`src/rtl/fp_add_pipe.sv`:
```
// fp_add_pipe: three-stage pipelined floating-point adder/subtractor with
// valid/ready handshakes, round-to-nearest-even and exception flags.
// Subnormal operands are read as zero and subnormal results flush to +0.
module fp_add_pipe #(
  parameter int unsigned EXP_W = 8,
  parameter int unsigned MAN_W = 23,
  localparam int unsigned W = 1 + EXP_W + MAN_W
) (
  input  logic         clk,
  input  logic         rst,
  input  logic         in_valid,
  output logic         in_ready,
  input  logic [W-1:0] a,
  input  logic [W-1:0] b,
  input  logic         sub,
  output logic         out_valid,
  input  logic         out_ready,
  output logic [W-1:0] result,
  output logic         flag_ovf,
  output logic         flag_inv,
  output logic         flag_zero
);

  localparam int unsigned SIG_W = MAN_W + 1;   // hidden bit + fraction
  localparam int unsigned EXT_W = MAN_W + 4;   // significand + guard, round, sticky
  localparam int unsigned SUM_W = MAN_W + 5;   // carry + extended significand
  localparam int unsigned MR_W  = MAN_W + 2;   // rounded significand + rounding carry
  localparam int unsigned LZ_W  = $clog2(EXT_W + 1);
  localparam int unsigned EW    = ((EXP_W > LZ_W) ? EXP_W : LZ_W) + 2;

  localparam logic [W-1:0] QNAN = {1'b0, {EXP_W{1'b1}}, 1'b1, {(MAN_W-1){1'b0}}};
  localparam logic signed [EW-1:0] E_ONE = EW'(1);
  localparam logic signed [EW-1:0] E_MAX = EW'((1 << EXP_W) - 1);

  // Global stall: every stage moves only when the output slot can drain.
  logic advance;
  assign advance  = out_ready | ~out_valid;
  assign in_ready = advance;

  // ---------------------------------------------------------------------------
  // Unpack (B sign already folded with the subtract request)
  // ---------------------------------------------------------------------------
  logic             sign_a, sign_b;
  logic [EXP_W-1:0] exp_a, exp_b;
  logic [MAN_W-1:0] frac_a, frac_b;
  logic             zero_a, zero_b, inf_a, inf_b, nan_a, nan_b;

  assign sign_a = a[W-1];
  assign sign_b = b[W-1] ^ sub;
  assign exp_a  = a[W-2:MAN_W];
  assign exp_b  = b[W-2:MAN_W];
  assign frac_a = a[MAN_W-1:0];
  assign frac_b = b[MAN_W-1:0];
  assign zero_a = (exp_a == '0);
  assign zero_b = (exp_b == '0);
  assign inf_a  = (exp_a == '1) && (frac_a == '0);
  assign inf_b  = (exp_b == '1) && (frac_b == '0);
  assign nan_a  = (exp_a == '1) && (frac_a != '0);
  assign nan_b  = (exp_b == '1) && (frac_b != '0);

  // ---------------------------------------------------------------------------
  // S1: specials, magnitude swap, alignment
  // ---------------------------------------------------------------------------
  logic [W-2:0]     mag_a, mag_b;
  logic [SIG_W-1:0] sig_a, sig_b, small_sig;
  logic [EXP_W-1:0] small_exp, diff;
  logic [EXT_W-1:0] small_ext, shifted, lost_mask;
  logic             swap;

  logic             al_special, al_inv, al_sign, al_eff_sub;
  logic [W-1:0]     al_spec_res;
  logic [EXP_W-1:0] al_exp;
  logic [SIG_W-1:0] al_sig_big;
  logic [EXT_W-1:0] al_sig_small;

  // Order operands by magnitude and shift the smaller one into GRS position.
  always_comb begin
    al_special  = 1'b0;
    al_inv      = 1'b0;
    al_spec_res = '0;

    mag_a = zero_a ? '0 : a[W-2:0];
    mag_b = zero_b ? '0 : b[W-2:0];
    sig_a = zero_a ? '0 : {1'b1, frac_a};
    sig_b = zero_b ? '0 : {1'b1, frac_b};
    swap  = (mag_b > mag_a);

    al_sign    = swap ? sign_b : sign_a;
    al_eff_sub = sign_a ^ sign_b;
    al_exp     = swap ? exp_b : exp_a;
    al_sig_big = swap ? sig_b : sig_a;
    small_sig  = swap ? sig_a : sig_b;
    small_exp  = swap ? exp_a : exp_b;

    diff      = al_exp - small_exp;
    small_ext = {small_sig, 3'b000};
    shifted   = small_ext >> diff;
    lost_mask = ~({EXT_W{1'b1}} << diff);

    if (32'(diff) >= 32'(MAN_W + 3)) begin
      al_sig_small = {{(EXT_W-1){1'b0}}, |small_sig};
    end else begin
      al_sig_small = {shifted[EXT_W-1:1], shifted[0] | (|(small_ext & lost_mask))};
    end

    if (nan_a || nan_b || (inf_a && inf_b && (sign_a != sign_b))) begin
      al_special  = 1'b1;
      al_inv      = 1'b1;
      al_spec_res = QNAN;
    end else if (inf_a) begin
      al_special  = 1'b1;
      al_spec_res = {sign_a, {EXP_W{1'b1}}, {MAN_W{1'b0}}};
    end else if (inf_b) begin
      al_special  = 1'b1;
      al_spec_res = {sign_b, {EXP_W{1'b1}}, {MAN_W{1'b0}}};
    end
  end

  logic             s1_valid, s1_special, s1_inv, s1_sign, s1_eff_sub;
  logic [W-1:0]     s1_spec_res;
  logic [EXP_W-1:0] s1_exp;
  logic [SIG_W-1:0] s1_sig_big;
  logic [EXT_W-1:0] s1_sig_small;

  // S1 register: captures operands only on an accepted handshake.
  always_ff @(posedge clk or posedge rst) begin
    if (rst) begin
      s1_valid     <= 1'b0;
      s1_special   <= 1'b0;
      s1_inv       <= 1'b0;
      s1_sign      <= 1'b0;
      s1_eff_sub   <= 1'b0;
      s1_spec_res  <= '0;
      s1_exp       <= '0;
      s1_sig_big   <= '0;
      s1_sig_small <= '0;
    end else if (advance) begin
      s1_valid <= in_valid;
      if (in_valid) begin
        s1_special   <= al_special;
        s1_inv       <= al_inv;
        s1_sign      <= al_sign;
        s1_eff_sub   <= al_eff_sub;
        s1_spec_res  <= al_spec_res;
        s1_exp       <= al_exp;
        s1_sig_big   <= al_sig_big;
        s1_sig_small <= al_sig_small;
      end
    end
  end

  // ---------------------------------------------------------------------------
  // S2: significand add / subtract (|big| >= |small| so never negative)
  // ---------------------------------------------------------------------------
  logic [SUM_W-1:0] sum_n;

  // Effective add or subtract on the extended significands.
  always_comb begin
    sum_n = '0;
    if (s1_eff_sub) sum_n = {1'b0, s1_sig_big, 3'b000} - {1'b0, s1_sig_small};
    else            sum_n = {1'b0, s1_sig_big, 3'b000} + {1'b0, s1_sig_small};
  end

  logic             s2_valid, s2_special, s2_inv, s2_sign, s2_eff_sub;
  logic [W-1:0]     s2_spec_res;
  logic [EXP_W-1:0] s2_exp;
  logic [SUM_W-1:0] s2_sum;

  // S2 register.
  always_ff @(posedge clk or posedge rst) begin
    if (rst) begin
      s2_valid    <= 1'b0;
      s2_special  <= 1'b0;
      s2_inv      <= 1'b0;
      s2_sign     <= 1'b0;
      s2_eff_sub  <= 1'b0;
      s2_spec_res <= '0;
      s2_exp      <= '0;
      s2_sum      <= '0;
    end else if (advance) begin
      s2_valid <= s1_valid;
      if (s1_valid) begin
        s2_special  <= s1_special;
        s2_inv      <= s1_inv;
        s2_sign     <= s1_sign;
        s2_eff_sub  <= s1_eff_sub;
        s2_spec_res <= s1_spec_res;
        s2_exp      <= s1_exp;
        s2_sum      <= sum_n;
      end
    end
  end

  // ---------------------------------------------------------------------------
  // S3: normalise, round to nearest even, classify
  // ---------------------------------------------------------------------------
  logic [LZ_W-1:0]     lz;
  logic                found, carry, round_up;
  logic [EXT_W-1:0]    norm;
  logic [MR_W-1:0]     mant_r;
  logic [MAN_W-1:0]    frac_fin;
  logic signed [EW-1:0] e_norm, e_fin;
  logic [W-1:0]        res_n;
  logic                ovf_n, inv_n, zero_n;

  // Leading-zero normalisation, RNE rounding and result selection.
  always_comb begin
    lz       = '0;
    found    = 1'b0;
    carry    = s2_sum[SUM_W-1];
    norm     = '0;
    e_norm   = '0;
    e_fin    = '0;
    mant_r   = '0;
    frac_fin = '0;
    round_up = 1'b0;
    res_n    = '0;
    ovf_n    = 1'b0;
    inv_n    = 1'b0;
    zero_n   = 1'b0;

    for (int i = int'(EXT_W) - 1; i >= 0; i--) begin
      if (!found) begin
        if (s2_sum[i]) found = 1'b1;
        else           lz = lz + LZ_W'(1);
      end
    end

    if (carry) begin
      norm   = {s2_sum[SUM_W-1:2], s2_sum[1] | s2_sum[0]};
      e_norm = EW'(s2_exp) + EW'(1);
    end else begin
      norm   = s2_sum[EXT_W-1:0] << lz;
      e_norm = EW'(s2_exp) - EW'(lz);
    end

    // guard & (round | sticky | lsb): ties go to the even neighbour
    round_up = norm[2] & (norm[1] | norm[0] | norm[3]);
    mant_r   = {1'b0, norm[EXT_W-1:3]} + MR_W'(round_up);

    if (mant_r[MR_W-1]) begin
      frac_fin = mant_r[MAN_W:1];
      e_fin    = e_norm + EW'(1);
    end else begin
      frac_fin = mant_r[MAN_W-1:0];
      e_fin    = e_norm;
    end

    if (s2_special) begin
      res_n = s2_spec_res;
      inv_n = s2_inv;
    end else if (s2_sum == '0) begin
      // exact cancellation is +0; only (-0)+(-0) keeps the sign
      res_n  = {s2_sign & ~s2_eff_sub, {(W-1){1'b0}}};
      zero_n = 1'b1;
    end else if (e_fin < E_ONE) begin
      res_n  = '0;
      zero_n = 1'b1;
    end else if (e_fin >= E_MAX) begin
      res_n = {s2_sign, {EXP_W{1'b1}}, {MAN_W{1'b0}}};
      ovf_n = 1'b1;
    end else begin
      res_n = {s2_sign, e_fin[EXP_W-1:0], frac_fin};
    end
  end

  // Output register: holds result and flags stable while stalled.
  always_ff @(posedge clk or posedge rst) begin
    if (rst) begin
      out_valid <= 1'b0;
      result    <= '0;
      flag_ovf  <= 1'b0;
      flag_inv  <= 1'b0;
      flag_zero <= 1'b0;
    end else if (advance) begin
      out_valid <= s2_valid;
      if (s2_valid) begin
        result    <= res_n;
        flag_ovf  <= ovf_n;
        flag_inv  <= inv_n;
        flag_zero <= zero_n;
      end
    end
  end

endmodule

```
`config.mk`:
```
export PLATFORM = sky130hd
export DESIGN_NAME = fp_add_pipe
export DESIGN_NICKNAME = d
export VERILOG_FILES = /design/src/rtl/fp_add_pipe.sv
export SDC_FILE = /design/constraint.sdc
export NUM_CORES = 1
export LEC_CHECK = 0
export CAP_MARGIN = 20
export CORE_MARGIN = 2
export CORE_UTILIZATION = 63
export DETAILED_ROUTE_END_ITERATION = 7
export HOLD_SLACK_MARGIN = 0.03
export PLACE_DENSITY = 0.84
export SKIP_CTS_REPAIR_TIMING = 1
export SYNTH_ARGS = -nofsm -noshare
export SYNTH_HDL_FRONTEND = slang
export SYNTH_SLANG_ARGS = --single-unit
export TNS_END_PERCENT = 20
```
`constraint.sdc`:
```
create_clock -name clk -period 20.6 [get_ports clk]
set_input_delay 4.12 -clock clk [delete_from_list [all_inputs] [get_ports clk]]
set_output_delay 4.12 -clock clk [all_outputs]
set_load 0.05 [all_outputs]
```
==> results.toml <==
[outcome]
status = "finished, final reports clean"

[setup_path]
cp_slowest_cell = "a211oi_2"
worstSetupEndpointType = "flop"
reg2reg_setup_slack_ns = 1.31
crit_path_frequent_cell = "ha_1"
required_ns = 20.89
critPathKind = "flop to flop"
worstPathArrival_ns = 19.58
cp_max_fo = 31
critPathLaunch = "s2_sum[25]"
critPathMaxStageDelay_ns = 0.70
startpoint_type = "flop"
reg2reg_from = "s2_sum[25]"

[sta]
finalMaxSlewViolations = 0
maxSlewHeadroom_pct = 31.21
tns_ns = 0
rsz0062_at_grt = "yes"
post-route-period-util_pct = 93.65
skew_ns = 0.01659
whs_ns = 0.4693
worstMarginPinSlew_ns = 1.029
finalSetupViolations = 0
fmax_mhz = 51.83
finalHoldViolations = 0
fin_crit_ns = 19.29
setup_ws_ns = 1.308

[clock_network]
clk_pin_slew_ns = 0.07
clock_latency_ns = 0.45
cts_sinks = 143
cts_buffers = 17
htreeDepth = 4
cts_tree = "built"
cts_buffer_depth = 2
root_buffer = "clkbuf_16"

[drt]
met1_length_mm = 24.36
vias_per_cell = 6.688
drtIter0Drc = 2309
detail-route-antenna-nets = 0
top_layer = "met4"
met3_length_mm = 4.916
routed-wl-met2_mm = 27.32
num_vias = 19560
drt-total-wl_mm = 59.35
first_pass_iters = 8
drt_drc_violations_left = 0
wl_per_cell_um = 20.30

[synthesis]
synthSimpleGateAreaFrac_pct = 26.33
synthXorXnorAreaFrac_pct = 7.691
yosys_warnings = 0
yosysUniqueCellTypes = 102
synth_compound_area_share_pct = 25.05
yosys.area.top_type = "dfrtp_1"
synthTopCellsByArea = "dfrtp_1 (19%), ha_1 (7.6%), nand2_1 (7.3%)"
synthCells = 2537
synth_nets = 2720
synth-async-reset-ratio_pct = 100.0
synthAdderAreaFrac_pct = 8.092
synth_seq_area_share_pct = 19.41
ys.flop_type = "dfrtp_1"
synth_edf_count = 0
syn_avg_cell_area_sq_um = 7.265
synth-seq-cells = 143
synth_mux_area_share_pct = 7.617
synth_area_sq_um = 18430
yosysTopAreaCellShare_pct = 19.41
synth_top_family_by_area = "simple AND/OR/NAND/NOR gates"

[flow_run]
maxCapViolations = 0

[power_and_ir_drop]
p_switching_mw = 1.818
p_clk_share_pct = 9.5
switching_share_pct = 56.30
power.total_mw = 3.229
p_per_area_nw_per_um2 = 160.0
pwr-share-seq_pct = 16.6
intPower_mw = 1.411
p_leak_nw = 8.488
comb_power_share_pct = 73.9
max-vdd-ir-drop_v = 0.00006954

[final_layout]
num_antenna_cells = 0
stdcell_area_sq_um = 20180
fillers = 2366
final_core_util_pct = 70.12
drive_gt1_share_pct = 6.181
nets = 2710
fin_cells = 2924
area_delta_synth_final_pct = 9.490

[floorplanning]
ios = 106
die_width_um = 175.0
dieArea_sq_um = 30640
num_rows = 62
die_h_um = 175.0
core_sq_um = 28780
start_util_pct = 64.04

[global_route]
grt_pass1_wl_mm = 94.23
grt_overflow = 0
grt_max_degree = 90
antenna_found_initial = 0
grt_usage_pct = 38.03
grt_pass1_vias = 17930

[place]
place_inst = 2890
place_ws_ns = 1.220
portBuffers = 105
dpl.hpwl_mm = 45.20
dpl_cell_area_sq_um = 19550
gp_congestion = 0.9901

[worst_hold_path]
hold_path.startpoint = "s1_spec_res[30]"
hp-class = "flop to flop"
[area by class of cell]
class	instances	area (sq um)	share of cell area, %
sequential	143	3580	17.74
tap	384	480.5	2.381
inverter	109	414.1	2.052
timing repair buffer	133	1281	6.349
clock buffer	17	425.4	2.108
multi-input combinational	2123	13850	68.62
clock inverter	15	151.4	0.7502
[cells by family (layout without fill, tap and decap cells)]
| logic type | Yosys count | in the layout |
|---|---|---|
| compound gates | 723 | 724 |
| flops | 143 | 143 |
| fa+ha+maj | 119 | 119 |
| xor+xnor | 139 | 139 |
| buf+inv | 272 | 274 |
| simple gates | 1011 | 1011 |
| mux | 130 | 130 |
[cell usage after synthesis (30+ instances only)]
| library cell | n |
|---|---|
| a211oi_1 | 45 |
| a21o_1 | 34 |
| a21oi_1 | 189 |
| and2_1 | 40 |
| clkbuf_1 | 129 |
| dfrtp_1 | 143 |
| ha_1 | 112 |
| inv_1 | 106 |
| mux2_2 | 30 |
| mux2i_1 | 93 |
| nand2_1 | 359 |
| nand3_1 | 61 |
| nand4_1 | 31 |
| nor2_1 | 237 |
| nor3_1 | 73 |
| nor4_1 | 33 |
| o21ai_0 | 175 |
| o31ai_1 | 34 |
| xnor2_1 | 84 |
| xor2_1 | 40 |
[power groups by stage]
stage / combinational, mW / clock, mW / sequential (mW)
5_1_grt: 2.58 / 0.323 / 0.541
2_1_floorplan: 1.70 / 0 / 0.526
3_3_place_gp: 2.25 / 0 / 0.523
4_1_cts: 2.31 / 0.309 / 0.524
3_5_place_dp: 2.29 / 0 / 0.528
6_report: 2.39 / 0.308 / 0.535
[critical path, delay by kind of cell (launching register included)]
| family | cells | cell delay (ns) |
|---|---|---|
| and+or+nand+nor | 30 | 6.69 |
| adders and majority gates | 13 | 3.86 |
| buffers and inverters | 4 | 0.81 |
| DFF | 1 | 0.46 |
| muxes | 8 | 1.70 |
| xor gates and xnor gates | 2 | 0.37 |
| AOI/OAI and AO/OA | 25 | 5.18 |
[state kept, by name, indices dropped and copies added, names as in the netlist, 2 cells and up]
| register | flops |
|---|---|
| result | 32 |
| s1_sig_big | 24 |
| s1_exp | 8 |
| s1_sig_small | 27 |
| s2_exp | 8 |
| s2_sum | 28 |
| s1_spec_res | 3 |
| s2_spec_res | 2 |
[layout by cell type, fill, tap and decap left out, types with 29 or more instances in the layout]
| master | instances |
|---|---|
| and2_1 | 40 |
| o21ai_0 | 175 |
| nor2_1 | 236 |
| nor4_1 | 32 |
| ha_1 | 112 |
| mux2i_1 | 93 |
| a211oi_1 | 45 |
| nand4_1 | 31 |
| mux2_2 | 30 |
| nand2_1 | 357 |
| nand2b_1 | 29 |
| a21o_1 | 34 |
| xor2_1 | 39 |
| nand3_1 | 61 |
| clkdlybuf4s50_1 | 105 |
| inv_1 | 105 |
| a21oi_1 | 189 |
| xnor2_1 | 82 |
| o31ai_1 | 34 |
| nor3_1 | 73 |
| dfrtp_1 | 142 |
[worst paths after layout]
kind | end | depth (start not counted)
min in group asynchronous | s2_sign | 2
max in group asynchronous | s2_sum[27] | 4
max reg2reg | result[31] | 82
max | result[31] | 82
min reg2reg | s1_spec_res[30] | 2
min | s1_spec_res[30] | 2
[metal layers]
layer	vias up	track usage [%]
li1	9155	-
met1	9144	49.91
met2	1068	62.27
met3	188	5.548
met4	0	17.01
met5	-	0
Power figures use the tool's default switching activity.
